## config.mk

```make
export PLATFORM = sky130hd
export DESIGN_NAME = spi_port_expander
export DESIGN_NICKNAME = d
export VERILOG_FILES = /design/src/rtl/spi_port_expander.sv
export SDC_FILE = /design/constraint.sdc
export NUM_CORES = 1
export LEC_CHECK = 0
export BUFFER_PORTS_ARGS = -buffer_cell sky130_fd_sc_hd__buf_2
export CORE_ASPECT_RATIO = 1.2
export CORE_MARGIN = 8
export CORE_UTILIZATION = 30
export DETAILED_ROUTE_END_ITERATION = 16
export PLACE_DENSITY = 0.51
export SYNTH_ARGS = -nofsm -noshare
export SYNTH_HDL_FRONTEND = slang
export SYNTH_SLANG_ARGS = --single-unit
```

## constraint.sdc

```tcl
create_clock -name i_sys_clk -period 4.8 [get_ports i_sys_clk]
set_input_delay 0.48 -clock i_sys_clk [delete_from_list [all_inputs] [get_ports i_sys_clk]]
set_output_delay 0.48 -clock i_sys_clk [all_outputs]
set_load 0.01 [all_outputs]
```

## src/rtl/spi_port_expander.sv

```systemverilog
// SPI mode-0 addressed I/O expander: output/input port registers plus an ID register.
// Define SPI_EXPANDER_AUTOINC_EN to let one transaction stream through consecutive addresses.
module spi_port_expander #(
    parameter int         DATA_W  = 8,
    parameter int         NUM_OUT = 4,
    parameter int         NUM_IN  = 2,
    parameter logic [7:0] ID_VAL  = 8'h5B
) (
    input  logic                                      i_sys_clk,
    input  logic                                      i_rst_n,
    input  logic                                      i_ss,
    input  logic                                      i_sclk,
    input  logic                                      i_mosi,
    output logic                                      o_miso,
    output logic                                      o_miso_oe,
    output logic [NUM_OUT*DATA_W-1:0]                 o_port_out,
    input  logic [((NUM_IN > 0) ? NUM_IN : 1)*DATA_W-1:0] i_port_in,
    output logic                                      o_wr_strobe,
    output logic [6:0]                                o_wr_addr
);

    localparam int              IN_W     = ((NUM_IN > 0) ? NUM_IN : 1) * DATA_W;
    localparam logic [DATA_W-1:0] ID_WORD  = DATA_W'(ID_VAL);
    localparam logic [3:0]      LAST_BIT = 4'(DATA_W - 1);

    typedef enum logic [1:0] {S_IDLE, S_CMD, S_DATA, S_DONE} state_t;

    logic            r_ss_meta, r_ss_sync, r_ss_prev;
    logic            r_sclk_meta, r_sclk_sync, r_sclk_prev;
    logic            r_mosi_meta, r_mosi_sync;
    logic [IN_W-1:0] r_pin_meta, r_pin_sync;

    state_t              r_state;
    logic [3:0]          r_bit_cnt;
    logic                r_cmd_done;
    logic [6:0]          r_cmd_sr;
    logic [6:0]          r_addr;
    logic                r_rnw;
    logic [DATA_W-1:0]   r_data_sr;
    logic [DATA_W-1:0]   r_shift_out;
    logic [DATA_W-1:0]   r_port_out [NUM_OUT];
    logic                r_miso, r_miso_oe, r_wr_strobe;
    logic [6:0]          r_wr_addr;

    logic                w_sclk_rise, w_sclk_fall, w_ss_rise, w_ss_fall;
    logic [7:0]          w_cmd_byte;
    logic [DATA_W-1:0]   w_data_word;
    logic [6:0]          w_rd_addr;
    logic [DATA_W-1:0]   w_rd_val;

    // Two-flop synchronisers plus one history flop for edge detection.
    always_ff @(posedge i_sys_clk or negedge i_rst_n) begin
        if (!i_rst_n) begin
            r_ss_meta   <= 1'b1;
            r_ss_sync   <= 1'b1;
            r_ss_prev   <= 1'b1;
            r_sclk_meta <= 1'b0;
            r_sclk_sync <= 1'b0;
            r_sclk_prev <= 1'b0;
            r_mosi_meta <= 1'b0;
            r_mosi_sync <= 1'b0;
            r_pin_meta  <= '0;
            r_pin_sync  <= '0;
        end else begin
            r_ss_meta   <= i_ss;
            r_ss_sync   <= r_ss_meta;
            r_ss_prev   <= r_ss_sync;
            r_sclk_meta <= i_sclk;
            r_sclk_sync <= r_sclk_meta;
            r_sclk_prev <= r_sclk_sync;
            r_mosi_meta <= i_mosi;
            r_mosi_sync <= r_mosi_meta;
            r_pin_meta  <= i_port_in;
            r_pin_sync  <= r_pin_meta;
        end
    end

    assign w_sclk_rise = r_sclk_sync & ~r_sclk_prev;
    assign w_sclk_fall = ~r_sclk_sync & r_sclk_prev;
    assign w_ss_rise   = r_ss_sync & ~r_ss_prev;
    assign w_ss_fall   = ~r_ss_sync & r_ss_prev;
    assign w_cmd_byte  = {r_cmd_sr, r_mosi_sync};
    assign w_data_word = DATA_W'({r_data_sr, r_mosi_sync});

    // Read mux: the command's own address while decoding, the next address in a burst.
    always_comb begin
        w_rd_addr = (r_state == S_CMD) ? w_cmd_byte[6:0] : r_addr + 7'd1;
        w_rd_val  = '0;
        for (int k = 0; k < NUM_OUT; k++)
            if (w_rd_addr == 7'(k)) w_rd_val = r_port_out[k];
        for (int k = 0; k < NUM_IN; k++)
            if (w_rd_addr == 7'(NUM_OUT + k)) w_rd_val = r_pin_sync[k*DATA_W +: DATA_W];
        if (w_rd_addr == 7'h7F) w_rd_val = ID_WORD;
    end

    always_ff @(posedge i_sys_clk or negedge i_rst_n) begin
        if (!i_rst_n) begin
            r_state     <= S_IDLE;
            r_bit_cnt   <= '0;
            r_cmd_done  <= 1'b0;
            r_cmd_sr    <= '0;
            r_addr      <= '0;
            r_rnw       <= 1'b0;
            r_data_sr   <= '0;
            r_shift_out <= '0;
            r_miso      <= 1'b0;
            r_miso_oe   <= 1'b0;
            r_wr_strobe <= 1'b0;
            r_wr_addr   <= '0;
            for (int k = 0; k < NUM_OUT; k++) r_port_out[k] <= '0;
        end else begin
            r_wr_strobe <= 1'b0;
            r_miso_oe   <= ~r_ss_sync;
            // Deselect outranks everything, including a word completing this cycle.
            if (w_ss_rise) begin
                r_state    <= S_IDLE;
                r_miso     <= 1'b0;
                r_bit_cnt  <= '0;
                r_cmd_done <= 1'b0;
            end else begin
                case (r_state)
                    S_IDLE: begin
                        r_miso <= 1'b0;
                        if (w_ss_fall) begin
                            r_state    <= S_CMD;
                            r_bit_cnt  <= '0;
                            r_cmd_done <= 1'b0;
                        end
                    end
                    S_CMD: begin
                        if (w_sclk_rise && !r_cmd_done) begin
                            r_miso    <= 1'b0;
                            r_cmd_sr  <= w_cmd_byte[6:0];
                            r_bit_cnt <= r_bit_cnt + 4'd1;
                            if (r_bit_cnt == 4'd7) begin
                                r_addr      <= w_cmd_byte[6:0];
                                r_rnw       <= w_cmd_byte[7];
                                r_shift_out <= w_rd_val;
                                r_cmd_done  <= 1'b1;
                                r_bit_cnt   <= '0;
                            end
                        end else if (w_sclk_fall && r_cmd_done) begin
                            r_miso      <= r_shift_out[DATA_W-1];
                            r_shift_out <= r_shift_out << 1;
                            r_state     <= S_DATA;
                        end else begin
                            r_miso <= 1'b0;
                        end
                    end
                    S_DATA: begin
                        if (w_sclk_rise) begin
                            r_data_sr <= w_data_word;
                            r_bit_cnt <= r_bit_cnt + 4'd1;
                            if (r_bit_cnt == LAST_BIT) begin
                                r_bit_cnt <= '0;
                                if (!r_rnw && (r_addr < 7'(NUM_OUT))) begin
                                    for (int k = 0; k < NUM_OUT; k++)
                                        if (r_addr == 7'(k)) r_port_out[k] <= w_data_word;
                                    r_wr_strobe <= 1'b1;
                                    r_wr_addr   <= r_addr;
                                end
`ifdef SPI_EXPANDER_AUTOINC_EN
                                r_addr      <= w_rd_addr;
                                r_shift_out <= w_rd_val;
`else
                                r_state     <= S_DONE;
                                r_miso      <= 1'b0;
`endif
                            end
                        end else if (w_sclk_fall) begin
                            r_miso      <= r_shift_out[DATA_W-1];
                            r_shift_out <= r_shift_out << 1;
                        end
                    end
                    default: r_miso <= 1'b0;
                endcase
            end
        end
    end

    generate
        for (genvar gi = 0; gi < NUM_OUT; gi++) begin : g_port_out
            assign o_port_out[gi*DATA_W +: DATA_W] = r_port_out[gi];
        end
    endgenerate

    assign o_miso      = r_miso;
    assign o_miso_oe   = r_miso_oe;
    assign o_wr_strobe = r_wr_strobe;
    assign o_wr_addr   = r_wr_addr;

endmodule

```

==> results by group, run 1 <==
Outcome
  • Status: finished clean

CTS
  • Post_cts resized: 0
  • Maximum root-to-sink buffer count: 2
  • Sink Count: 119
  • CTS tree: yes
  • Setup Fix Bufs, Post-CTS: 0
  • Cts hold-fix bufs: 1
  • Root buf cell: clkbuf_16
  • H-tree depth: 4
  • Clock slew seen by the registers of the worst setup and hold paths: 60 ps
  • CTS Buf Count: 17
  • Clk_lat worst skew: 420 ps

Detailed routing
  • Vias: 3396
  • Drt pass-1 iters: 4
  • WL/cell: 17.5 um
  • Vias per Instance: 4.84
  • Final WL: 12300 um
  • Post-route ant nets: 0
  • DRT iter0 DRCs: 289
  • Drt drc: 0

Logic synthesis
  • Share of the synthesized area in the top cell type: 57.2%
  • Post-synth EDFFs: 0
  • Warnings from Yosys: 0
  • Mapped Nets: 434
  • Post-synth top flop: dfrtp_1
  • Post-synth top area cell: dfrtp_1
  • Unique masters post-synth: 54
  • Mean post-synth cell area: 12.6 sq um
  • Seq cells post-synth: 119
  • Post-Synthesis Cells: 401
  • Post-Syn Area: 5070 sq um
  • Register area share after synthesis: 58.8%
  • Largest cells by area after synthesis: dfrtp_1, mux2_2, ha_1
  • Asr flop ratio synth: 100%

Place
  • Placer Congestion: 0.790
  • Hpwl dp: 8710 um
  • Port buffer count: 62
  • Dpl ws: 1600 ps
  • Placed cells: 669

STA
  • Relative slew margins: 27.8%
  • Fin Setup TNS: 0 ps
  • Worst Skew: 13.3 ps
  • Minimum clock period: 3180 ps
  • Final setup vio count: 0
  • Setup repair after global routing missed its margin: no
  • Worst Tran Pin Value: 1050 ps
  • Final hold vios: 0
  • Max Freq: 315 MHz
  • Final WS setup: 1620 ps
  • Final period util: 66.2%
  • Max-slew violations: 0

Final layout
  • Synth-to-Final Area Change: 22.8%
  • # diodes: 0
  • FILL cells: 1622
  • Area occupied by multi-input gates: 1990 sq um
  • Share of cells above drive strength 1: 32.1%
  • Most common cell after layout, fill and taps aside: dfrtp_1
  • Most frequent cells in the layout: dfrtp_1, buf_2, mux2_2
  • Non-filler cells, final: 702
  • Final #Nets: 506
  • Register area: 2980 sq um

Power
  • Power per cell area: 498 nW/um^2
  • Overall power: 0.00310 W
  • Worst vdd ir: 0.211 mV
  • Static Leak: 3.00 nW

Global route
  • GRT Overall Usage: 12.3%
  • Vias in the first global route: 3582
  • First-pass GRT wire length: 20000 um
  • Initial antenna violation count: 0
  • Congestion Overflow GR: 0
  • Pin count of the biggest net entering global routing: 59

Worst setup path
  • CP startpoint kind: flip-flop
  • Worst setup EP type: flip-flop
  • Crit path arrival time: 3450 ps
  • CP Max Fanout: 25
  • Worst R2R End: r_shift_out[4]
  • R2R depth: 7
  • Reg2reg setup slack: 1620 ps
  • CP Data Required Time: 5070 ps
  • RR Startpoint: r_state[1]
  • Critical path class: reg -> reg

Worst hold path
  • Worst Hold Launch: i_port_in[8]
  • Worst Hold Path Cells: 1
  • Worst hold path type: in -> reg
  • Hold Path End: r_pin_meta[8]

Run
  • # Max-Cap Violations: 0

Floorplanning
  • Die width: 135 um
  • FP Rows: 52
  • Initial Util: 30.3%
  • Die height: 158 um
  • Placeable Area: 16700 sq um
  • Die area: 21300 sq um
  • I/O Pins: 63
## Yosys cell counts, drive strengths merged, types with 4 or more instances
master and instances:
and2 6, o21ai 20, ha 12, dfrtp 116, nand2 35, clkbuf 7
nor2b 6, a21oi 16, nor2 17, a211oi 5, nand3 16, o21a 4
inv 10, nand2b 10, mux4 5, a221oi 5, buf 7, mux2 53
## stage by stage
stage / area (sq um) / hold slack (ps) / utilization (%)
floorplan: 5070 / 184 / -
global placement: 5620 / 334 / 33.6
detailed placement: 5620 / 336 / 33.6
finish: 6230 / 168 / 37.3
global route: 6230 / 151 / 37.3
CTS: 6230 / 142 / 37.3
## area by class of cell
cell class | count | share of cell area, %
sequential | 119 | 47.9
multi-input combinational | 258 | 31.9
clock buffer | 20 | 7.17
timing repair buffer | 67 | 5.66
tap | 216 | 4.34
clock inverter | 12 | 2.43
inverter | 10 | 0.603
## power by group
part / total, W / internal, W / switching, W
Sequential: 0.00120 / 0.00111 / 0.0000927
Clock: 0.00128 / 0.000828 / 0.000453
Combinational: 0.000617 / 0.000239 / 0.000378
Total: 0.00310 / 0.00218 / 0.000924
## per-layer routing
| layer | track usage, % | up-vias | part of all wire (%) | wire length, um |
|---|---|---|---|---|
| met1 | 15.3 | 1722 | 45 | 5570 |
| met3 | 3.41 | 9 | 3.8 | 471 |
| met4 | 4.71 | 0 | 1.2 | 153 |
| li1 | - | 1587 | - | - |
| met2 | 19.9 | 78 | 50 | 6080 |
| met5 | 0 | - | 0 | 0 |
## worst max path at each step
stage                from              to  slack (ps)  depth (start not counted)
4_1_cts        r_state[1]  r_shift_out[3]        1570                          7
3_3_place_gp   r_state[1]  r_shift_out[3]        1730                          7
2_1_floorplan   r_addr[0]  r_shift_out[6]        2460                          9
6_report       r_state[1]  r_shift_out[4]        1620                          7
3_5_place_dp   r_state[1]  r_shift_out[3]        1600                          7
5_1_grt        r_state[1]  r_shift_out[4]        1240                          7
## registers in the layout (all words and copies together) (netlist names), 2 cells and up
signal	cells
r_pin_sync	16
r_data_sr	7
o_port_out	32
r_shift_out	8
r_pin_meta	16
r_cmd_sr	7
o_wr_addr	7
r_state	2
r_bit_cnt	4
r_addr	7
## cells by family after synthesis
group	synth area share [%]
fa+ha+maj	2.96
flops	58.8
buf+inv	2.00
xor+xnor	0.518
compound gates	10.5
mux	14.4
simple gates	10.9
## worst max-delay path: stages (launching register included)
cell and delay, ps:
dfrtp_1 400, inv_1 110, ha_1 690, mux2i_1 950, a2111oi_0 150, and4_1 280, nor2_1 340, a221oi_2 120
Note: power is estimated with default switching activity, not from simulation.
==> run 2: changes to the inputs <==
- PLACE_DENSITY: 0.51 -> 0.52
- clock period: 4.8 -> 2.9 ns (I/O delays scaled with it)
==> run 2 against run 1 <==
  * Worst setup slack got worse by 1300 ps
  * Utilization rose by 2.1 points
  * Routed wire length grew 2.4%
  * Non-clock buffer count rose by 29
  * Clock power up 86%
  * Hold slack gained 180 ps
==> results by group, run 2 (synthesis results as in run 1) <==
Power
  • Combinational share of power: 20.4% (+0.5 points)
  • Switching Fraction: 28.4% (-1.4 points)
  • Power per cell area: 834 nW/um^2 (+67%)
  • Worst vdd ir: 0.425 mV (+100%)
  • Overall power: 0.00549 W (+77%)
  • Static Leak: 3.16 nW (+5.2%)
  • Int Pwr: 0.00393 W (+81%)
  • Clk pwr share: 43.4% (+2.1 points)
  • Seq pwr share: 36.2% (-2.6 points)
  • Net Switching: 0.00156 W (+68%)

STA
  • Max Freq: 394 MHz (+25%)
  • Relative slew margins: 56.0% (+28 points)
  • Minimum clock period: 2540 ps (-637 ps)
  • Final hold vios: 0 (unchanged)
  • Fin Setup TNS: 0 ps (unchanged)
  • Setup repair after global routing missed its margin: no
  • Final period util: 87.5% (+21 points)
  • Worst Skew: 10.3 ps (-2.95 ps)
  • Final setup vio count: 0 (unchanged)
  • Max-slew violations: 0 (unchanged)
  • Worst Tran Pin Value: 660 ps (-393 ps)

Detailed routing
  • DRT iter0 DRCs: 275 (-4.8%)
  • Final WL: 12600 um (+2.4%)
  • Drt pass-1 iters: 4 (unchanged)
  • WL/cell: 17.2 um (-1.7%)
  • Vias per Instance: 4.84 (about the same)
  • Drt drc: 0 (unchanged)
  • Post-route ant nets: 0 (unchanged)
  • Vias: 3535 (+4.1%)

Global route
  • GR Layer Usage met1: 15.2% (-0.053 points)
  • Congestion Overflow GR: 0 (unchanged)
  • Busiest grt layer: met2
  • GRT Overall Usage: 12.6% (+0.29 points)
  • First-pass GRT wire length: 20700 um (+3.5%)
  • Pin count of the biggest net entering global routing: 55 (-6.8%)
  • Initial antenna violation count: 0 (unchanged)
  • GR Util met3: 3.76% (+0.35 points)
  • Vias in the first global route: 3796 (+6.0%)
  • Met2 Usage GRT: 20.8% (+0.93 points)

Place
  • Placed cells: 679 (+1.5%)
  • Port buffer count: 62 (unchanged)
  • Hpwl dp: 8970 um (+3.0%)
  • Placer Congestion: 0.807 (+2.2%)

Final layout
  • Max reg flops: 32 (unchanged)
  • Register area: 2980 sq um (unchanged)
  • Synth-to-Final Area Change: 29.7%
  • Most frequent cells in the layout: dfrtp_1, buf_2, mux2_2
  • Most common cell after layout, fill and taps aside: dfrtp_1
  • Final #Nets: 535 (+5.7%)
  • FILL cells: 1607 (-0.92%)
  • Non-filler cells, final: 731 (+4.1%)
  • # diodes: 0 (unchanged)
  • Share of cells above drive strength 1: 32.0% (-0.060 points)
  • Post-layout util: 39.4% (+2.1 points)
  • Area occupied by multi-input gates: 1990 sq um (unchanged)

Run
  • # Max-Cap Violations: 0 (unchanged)

Worst setup path
  • Worst setup EP type: flip-flop
  • Critical Path Max Stage Delay: 680 ps (-270 ps)
  • CP Max Fanout: 8 (-68%)
  • Crit path arrival time: 2850 ps (-600 ps)
  • CP Cell Sequence: ha_1 > a31o_1 > a21oi_1 > nor2b_1 > or4b_1 > or2_1 > a221oi_2
  • Slowest library cell on the worst path: or4b_1
  • CP startpoint kind: flip-flop
  • Worst path bufs/invs: 0 (-1)
  • Critical path class: reg -> reg
  • Largest delay contributor family on the critical path: simple AND/OR/NAND/NOR gates
  • CP Data Required Time: 3210 ps (-1860 ps)

CTS
  • Post_cts resized: 0 (unchanged)
  • Clock slew seen by the registers of the worst setup and hold paths: 50 ps (about the same)
  • Maximum root-to-sink buffer count: 2 (unchanged)
  • Clk_lat worst skew: 410 ps (about the same)
  • Sink Count: 119 (unchanged)
  • H-tree depth: 4 (unchanged)
  • CTS tree: yes
  • CTS Buf Count: 17 (unchanged)
  • Root buf cell: clkbuf_16

Outcome
  • Status: finished clean

Floorplanning
  • Initial Util: 30.3% (unchanged)
  • Die area: 21300 sq um (unchanged)
  • FP Rows: 52 (unchanged)
  • Die width: 135 um (unchanged)
  • Die height: 158 um (unchanged)
  • Placeable Area: 16700 sq um (unchanged)
  • I/O Pins: 63 (unchanged)

Worst hold path
  • Worst hold path type: reg -> reg
[run 2: cell types whose count changed in the layout (fill, tap and decap cells not counted), sizes merged]
cell	before	now
clkinvlp	2	3
clkinv	6	1
buf	66	76
bufinv	3	6
dlygate4sd3	1	20
clkbuf	20	21
[run 2: worst paths after layout]
kind	to	cells after the start	slack [ps]	from
worst max-delay path	r_shift_out[6]	7	360	r_addr[0]
worst min-delay path	r_pin_sync[5]	0	350	r_pin_meta[5]
worst max register to register	r_shift_out[6]	7	360	r_addr[0]
worst min register to register	r_pin_sync[5]	0	350	r_pin_meta[5]
max in group asynchronous	o_wr_addr[4]	3	1720	i_rst_n
min in group asynchronous	o_miso_oe	2	450	i_rst_n
[run 2: repair_timing]
action	CTS	global route
buffers inserted	0	0
hold endpoints to repair	66	0
hold buffers	20	0
[run 2: layout make-up]
class | count | share of cell area (%)
well taps | 216 | 4.11
clock buffers | 21 | 6.85
multi-input cells | 258 | 30.2
inverters | 10 | 0.570
clock inverters | 11 | 3.35
repair buffers | 96 | 9.58
flip-flops and latches | 119 | 45.3
[run 2: layer usage]
metal / share of wire, % / vias to the layer above
li1: - / 1650
met1: 45 / 1806
met2: 50 / 70
met3: 4.0 / 9
met4: 0.98 / 0
met5: 0 / -
[run 2: power groups by stage]
stage	clock (W)	combinational (W)	sequential, W
floorplan	0	0.000793	0.00196
global placement	0	0.00107	0.00201
detailed placement	0	0.00110	0.00201
CTS	0.00244	0.00112	0.00199
global route	0.00252	0.00124	0.00201
finish	0.00238	0.00112	0.00199
[run 2: per-stage QoR]
| stage | setup slack, ps | cell area [sq um] | hold WS, ps |
|---|---|---|---|
| finish | 361 | 6580 | 346 |
| CTS | 353 | 6580 | 348 |
| floorplan | 561 | 5070 | -5.59 |
| global route | 41.7 | 6580 | 357 |
| detailed placement | 372 | 5710 | 336 |
| global placement | 449 | 5710 | 336 |
